File: src/rtl/fetch_unit.sv
// Instruction-fetch stage: owns the PC and a return-address stack, drives a
// one-cycle synchronous instruction memory and hands words to the control unit.
module fetch_unit #(
   parameter int                ADDR_W      = 18,
   parameter int                DATA_W      = 32,
   parameter int                STACK_DEPTH = 8,
   parameter logic [ADDR_W-1:0] RESET_PC    = '0
) (
   input  logic              clk,
   input  logic              rst_n,
   output logic [ADDR_W-1:0] imem_addr,
   output logic              imem_en,
   input  logic [DATA_W-1:0] imem_rdata,
   output logic [DATA_W-1:0] instr,
   output logic [ADDR_W-1:0] instr_pc,
   output logic              instr_valid,
   input  logic              instr_ready,
   input  logic              redirect,
   input  logic [1:0]        redirect_sel,
   input  logic [ADDR_W-1:0] redirect_target,
   output logic              stack_overflow,
   output logic              stack_underflow
);

   localparam int PTR_W = $clog2(STACK_DEPTH);
   localparam int SP_W  = PTR_W + 1;

   localparam logic [1:0] SEL_JR   = 2'b00;
   localparam logic [1:0] SEL_JMP  = 2'b01;
   localparam logic [1:0] SEL_CALL = 2'b10;
   localparam logic [1:0] SEL_RET  = 2'b11;

   typedef enum logic [1:0] {
      S_IDLE,
      S_REQ,
      S_RESP,
      S_VALID
   } state_t;

   state_t            state, state_next;
   logic [ADDR_W-1:0] pc, pc_next;
   logic [SP_W-1:0]   sp, sp_next;
   logic              push_en;
   logic              ovf_set, unf_set;
   logic              handshake;
   logic              stack_full, stack_empty;
   logic [PTR_W-1:0]  top_idx;
   logic [ADDR_W-1:0] ret_addr;
   logic [ADDR_W-1:0] stack_mem [STACK_DEPTH];

   assign imem_addr   = pc;
   assign handshake   = (state == S_VALID) && instr_ready;
   assign stack_full  = (sp == SP_W'(STACK_DEPTH));
   assign stack_empty = (sp == '0);
   // Low pointer bits minus one wraps correctly even when sp == STACK_DEPTH.
   assign top_idx     = sp[PTR_W-1:0] - PTR_W'(1);
   assign ret_addr    = instr_pc + ADDR_W'(1);

   // ---------------- FSM ----------------
   always_ff @(posedge clk or negedge rst_n) begin
      // NOTE: clocked state uses non-blocking (<=) so every register samples
      // pre-edge values; combinational blocks below use blocking (=).
      if (!rst_n) state <= S_IDLE;
      else        state <= state_next;
   end

   always_comb begin
      // NOTE: every output of a combinational block gets a default first so
      // no path leaves it unassigned, which would infer a latch.
      state_next  = state;
      imem_en     = 1'b0;
      instr_valid = 1'b0;
      case (state)
         S_IDLE:  state_next = S_REQ;
         S_REQ: begin
            imem_en    = 1'b1;
            state_next = S_RESP;
         end
         S_RESP:  state_next = S_VALID;
         S_VALID: begin
            instr_valid = 1'b1;
            if (instr_ready) state_next = S_REQ;
         end
         default: state_next = S_IDLE;
      endcase
   end

   // ---------------- next-PC / stack control ----------------
   always_comb begin
      pc_next = pc;
      sp_next = sp;
      push_en = 1'b0;
      ovf_set = 1'b0;
      unf_set = 1'b0;
      if (handshake) begin
         if (!redirect) begin
            pc_next = pc + ADDR_W'(1);
         end else begin
            case (redirect_sel)
               SEL_JR, SEL_JMP: pc_next = redirect_target;
               SEL_CALL: begin
                  pc_next = redirect_target;
                  if (stack_full) begin
                     ovf_set = 1'b1;
                  end else begin
                     push_en = 1'b1;
                     sp_next = sp + SP_W'(1);
                  end
               end
               SEL_RET: begin
                  if (stack_empty) begin
                     pc_next = RESET_PC;
                     unf_set = 1'b1;
                  end else begin
                     pc_next = stack_mem[top_idx];
                     sp_next = sp - SP_W'(1);
                  end
               end
               default: pc_next = pc;
            endcase
         end
      end
   end

   // ---------------- registers ----------------
   always_ff @(posedge clk or negedge rst_n) begin
      if (!rst_n) begin
         pc              <= RESET_PC;
         sp              <= '0;
         instr           <= '0;
         instr_pc        <= RESET_PC;
         stack_overflow  <= 1'b0;
         stack_underflow <= 1'b0;
      end else begin
         pc <= pc_next;
         sp <= sp_next;
         if (state == S_RESP) begin
            instr    <= imem_rdata;
            instr_pc <= pc;
         end
         if (ovf_set) stack_overflow  <= 1'b1;
         if (unf_set) stack_underflow <= 1'b1;
      end
   end

   // NOTE: stack storage has no reset; only sp is cleared, so entries above
   // sp are don't-care and the array maps onto plain RAM/flops without reset.
   always_ff @(posedge clk) begin
      if (push_en) stack_mem[sp[PTR_W-1:0]] <= ret_addr;
   end

endmodule
File: config.mk
export PLATFORM = sky130hd
export DESIGN_NAME = fetch_unit
export DESIGN_NICKNAME = d
export VERILOG_FILES = /design/src/rtl/fetch_unit.sv
export SDC_FILE = /design/constraint.sdc
export NUM_CORES = 1
export LEC_CHECK = 0
export BUFFER_PORTS_ARGS = -buffer_cell sky130_fd_sc_hd__buf_4
export CAP_MARGIN = 20
export CORE_MARGIN = 2
export CORE_UTILIZATION = 35
export DETAILED_ROUTE_END_ITERATION = 7
export SYNTH_ARGS = -nofsm -noshare
export SYNTH_HDL_FRONTEND = slang
export SYNTH_SLANG_ARGS = --single-unit
File: constraint.sdc
create_clock -name clk -period 8 [get_ports clk]
set_input_delay 1.2 -clock clk [delete_from_list [all_inputs] [get_ports clk]]
set_output_delay 1.2 -clock clk [all_outputs]
set_load 0.02 [all_outputs]
# --- After elaboration in Yosys (flattened, before gate mapping) ---
# Memory sizes are Yosys's and may differ from the RTL's.
# Cells that the tools add are included.
op_classes:
  addsub: 5
  eq_ne: 10
  mux: 24
  n_reduce_logical: 7
ops:
  columns: ["operator", "count"]
  rows:
  - ["18-bit by 1-bit adder with 18-bit output, second input constant", 2]
  - ["18-bit two-way mux", 2]
  - ["18-bit one-hot mux with 2 select lines", 1]
  - ["1-bit two-way mux", 16]
  - ["2-bit equality test, second input constant", 4]
  - ["4-bit two-way mux", 2]
  - ["2-bit one-hot mux with 4 select lines", 1]
  - ["4-bit one-hot mux with 2 select lines", 1]
  - ["2-bit inequality test, second input constant", 3]
  - ["5-bit AND reduction", 1]
  - ["4-bit by 1-bit adder with 4-bit output, second input constant", 1]
  - ["2-bit by 1-bit equality test with 1-bit output, second input constant", 2]
  - ["4-bit equality test, second input constant", 1]
  - ["2-bit zero test", 2]
  - ["4-bit zero test", 1]
  - ["4-bit by 1-bit subtractor with 4-bit output, second input constant", 1]
  - ["3-bit OR reduction", 1]
  - ["3-bit by 1-bit subtractor with 3-bit output, second input constant", 1]
  - ["2-bit two-way mux", 1]
  - ["2-bit nonzero test", 1]
  - ["1-bit logical AND", 1]
word_totals:
  reg_bits: 76
  ramBits: 144
  out_inout_bits: 72
  mem_count: 1
memory_table:
  columns: ["name", "depth", "word_bits", "rd", "rd_ports_with_merged_regs", "write_ports", "line_no", "rtl"]
  rows:
  - ["stack_mem", 8, 18, 1, 0, 1, "49", "logic [ADDR_W-1:0] stack_mem [STACK_DEPTH];"]

# --- Longest topological paths before layout ---
depth:
  word_depth: 7
  mapped_depth: 10
  ltp_nobuf: 7

# --- Worst setup path after synthesis ---
# OpenSTA, ideal clock, no wires.
synth_path:
  kind: "input -> register"
  start: "input instr_ready"
  end: "memory stack_mem[1][0] (enable)"
  t_arrival_ps: 2913
  required_time_ps: 7584
  setup_slack_ps: 4672
  path_stages: 4
  n_path_buf: 0
  cell_sequence: "nand4_1 -> nor2_1 -> nand2_1 -> nor3_1"
synth_via:
  elab_chain_len: 4
synth_lines:
  columns: ["item", "line_no", "rtl"]
  rows:
  - ["start: declaration", "17", "input logic instr_ready,"]
  - ["1-bit logical AND", "52", "assign handshake = (state == S_VALID) && instr_ready;"]
  - ["1-bit two-way mux", "95", "if (handshake) begin"]
  - ["1-bit two-way mux", "149", "if (push_en) stack_mem[sp[PTR_W-1:0]] <= ret_addr;"]
  - ["1-bit two-way mux (implied by the code)", "149", null]
  - ["end: declaration", "49", null]
# Every way passes these cells.

# --- Worst setup path after layout ---
layout_path:
  start: "register sp[0]"
  end: "register pc[17], in the netlist imem_addr[17]"
layout_via:
  elab_chain_len: 5
layout_lines:
  columns: ["item", "line_no", "rtl"]
  rows:
  - ["start: declaration", "42", "logic [SP_W-1:0] sp, sp_next;"]
  - ["start signal: assignment", "136", "sp <= sp_next;"]
  - ["3-bit by 1-bit subtractor with 3-bit output", "56", "assign top_idx = sp[PTR_W-1:0] - PTR_W'(1);"]
  - ["net top_idx[0]", "47", "logic [PTR_W-1:0] top_idx;"]
  - ["memory 8 x 18 bit", null, null]
  - ["18-bit two-way mux", "111", "if (stack_empty) begin"]
  - ["18-bit one-hot mux with 2 select lines", "99", "case (redirect_sel)"]
  - ["18-bit two-way mux", "96", "if (!redirect) begin"]
  - ["end signal: assignment", "135", "pc <= pc_next;"]
  - ["end: declaration", "41", "logic [ADDR_W-1:0] pc, pc_next;"]
# The timed path passes the listed nets, and every way through them passes these cells.
# A chain may end at the register's enable or synchronous reset.

==> run summary <==
post-synthesis sequential area ratio = 66.62%
top post-synthesis cells by area = edfxtp_1, dfrtp_1, mux4_2
grt ovf = 0
Placer Congestion = 0.7605
Clk Latency, worst-skew pair = 0.51 ns
IO Count = 128
Synthesized Nets = 645
Final setup viols = 0
Final min period = 3.558 ns
fin. max-slew vios = 0
startpoint types = flop
largest net degree at the start of global routing = 66
Tightest Pin Transition = 1.097 ns
synthesized area = 9345 sq um
Hold Vio Cnt, Final = 0
vias in the first global route = 5970
Core ar. = 26130 sq um
Yosys cell types = 45
VDD IR max = 168.0 uV
commonest cells in the synthesized netlist = edfxtp_1, dfrtp_1, mux2_2, nor2_1, mux4_2
CTS clk-pin slew, worst paths = 0.06 ns
Slew HR = 26.66%
routed len/inst = 22.39 microns
Most used DFF post-synth = edfxtp_1
DRT Wirelength = 23910 microns
synth warn = 0
critical path fanouts, max = 39
via/cell ratio = 5.309
setup repair bufs after CTS = 0
nets@finish = 782
Syn Inst Count = 580
antenna violations before repair = 0
Post-CTS Hold Fix Bufs = 0
status = finished, violations left
CTS resizes = 0
most frequent cell after synthesis = edfxtp_1
Max Clock Freq = 281.1 MHz
DRC violations left = 5
Antenna Nets Post-Route = 0
RSZ-0062 raised after global routing = no
synth-to-layout area growth = 22.55%
std cell rows = 59
Avg Inst Size Synth = 16.11 sq um
crit path DAT = 3.98 ns
Fin Hold WS = 0.4714 ns
number of flops mapped to enable cells by yosys = 144
global-route wire length before repair = 36200 microns
Sw Share = 34.80%
Power per Cell Area = 392.6 nW/um^2
Die ar. = 28020 sq um
Crit. End Element = flop
post-synthesis register bit count = 220
skew final = 0.008496 ns
Setup CP Type = flop to flop
Total GRT Usage = 17.18%
diodes inserted = 0
CTS tree = done
via count = 5670
Comb pwr share = 38.3%
Clk pwr share = 23.1%
Initial Util = 35.76%
Static Leak = 4.306 nW
post-route setup TNS = 0 ns
CP required = 8.43 ns
post-synthesis async set-or-reset flop share = 34.55%
Chip Width = 167.4 microns
cell taking the most area after synthesis = edfxtp_1
hold crit path type = flop to flop
Internal = 0.002932 W
reported max-cap violation count = 0
net switching power = 0.001565 W
share of the synthesized area in the top cell type = 46.27%
final design utilization = 43.82%
failing checks = DRC
Die Height = 167.4 microns
port buffer count = 127
layout cells sized above 1 = 39.43%
Period Utilization, post-route = 44.47%
Bufs on Longest Clock Path = 3
Seq pwr share = 38.6%
clock sinks = 220
number of CTS-inserted buffers = 23
Clock Tree Root = clkbuf_16
DR iter-0 viols = 367
CTS H-Tree Depth = 1
First-pass DRT Iterations = 8
hpwl dp = 14620 microns
[cell families (layout without fill, tap and decap cells)]
group                    Yosys count  after routing  synth area share, %
AO/OA/AOI/OAI                     62             62                4.994
XOR/XNOR                          23             23                2.236
adder cells (fa/ha/maj)            9              9                1.205
buffers and inverters             38            191                1.847
flip-flops                       220            220                66.62
multiplexers                     110            110                17.20
AND/OR/NAND/NOR                  118            118                5.891
[worst paths after layout]
kind / startpoint / end / slack [ns] / depth (start not counted)
max: sp[0]$_DFFE_PN0P_ / imem_addr[17]$_DFFE_PN0P_ / 4.44 / 8
min: stack_overflow$_DFFE_PN0P_ / stack_overflow$_DFFE_PN0P_ / 0.47 / 1
max reg2reg: sp[0]$_DFFE_PN0P_ / imem_addr[17]$_DFFE_PN0P_ / 4.44 / 8
min reg2reg: stack_overflow$_DFFE_PN0P_ / stack_overflow$_DFFE_PN0P_ / 0.47 / 1
max in group asynchronous: rst_n / sp[0]$_DFFE_PN0P_ / 6.26 / 2
min in group asynchronous: rst_n / instr[9]$_DFFE_PN0N_ / 0.52 / 1
[flip-flops by register name, indices dropped and copies added (netlist names)]
signal,cells
instr,32
imem_addr,18
stack_mem,144
instr_pc,18
state,2
stack_underflow,1
sp,4
stack_overflow,1
[metrics by stage]
step	instances	total power, W	setup WS [ns]	area [sq um]
after floorplan	580	0.002877	4.672	9345
after global placement	1027	0.003431	4.537	10720
after detailed placement	1027	0.003496	4.406	10720
after CTS	1068	0.004541	4.380	11450
after global routing	1068	0.004737	4.178	11450
final	1068	0.004497	4.442	11450
[placed cells by master (no fill, tap or decap), types with 5 or more instances in the layout]
master,netlist,layout
mux2i_1,11,11
dfrtp_1,76,75
ha_1,9,7
mux4_2,34,34
o21ai_0,10,10
nor2_1,37,37
clkbuf_16,0,23
mux2_2,65,65
xor2_1,6,6
edfxtp_1,144,144
clkbuf_1,15,5
nand4_1,7,7
buf_4,3,141
nand3_1,21,21
clkinv_2,0,5
nand2_1,27,27
xnor2_1,16,16
a221oi_1,11,11
nor3_1,8,6
a21oi_1,10,10
and3_1,5,5
a211oi_1,10,10
inv_1,9,9
[per-layer routing]
| metal | GRT usage, % | wire length (microns) |
|---|---|---|
| met5 | 0 | 0 |
| met4 | 5.028 | 512 |
| met3 | 2.860 | 1519 |
| met2 | 30.52 | 12390 |
| met1 | 21.66 | 9487 |
[critical path: stages (launching register included)]
cell and delay [ns]:
dfrtp_2 0.34, buf_4 0.59, inv_1 0.30, ha_2 1.03, inv_1 0.27, mux4_2 0.41, nor2_1 0.05, o32a_1 0.35
a21oi_1 0.12
[area by class of cell]
cell class                 count  area (sq um)
sequential                   220          6227
inverter                       9         33.78
tap                          335         419.2
clock inverter                11         112.6
fill                        2361         14680
multi-input combinational    322          2979
timing repair buffer         141          1059
clock buffer                  30         621.8
[power by group through the flow]
stage	Sequential, W	Combinational, W	Clock [W]
after detailed placement	0.00175	0.00174	0
after floorplan	0.00187	0.00100	0
after global placement	0.00174	0.00169	0
after global routing	0.00177	0.00186	0.00111
final	0.00173	0.00172	0.00104
after CTS	0.00173	0.00175	0.00106
No activity file was read; power rests on OpenSTA's default activity.
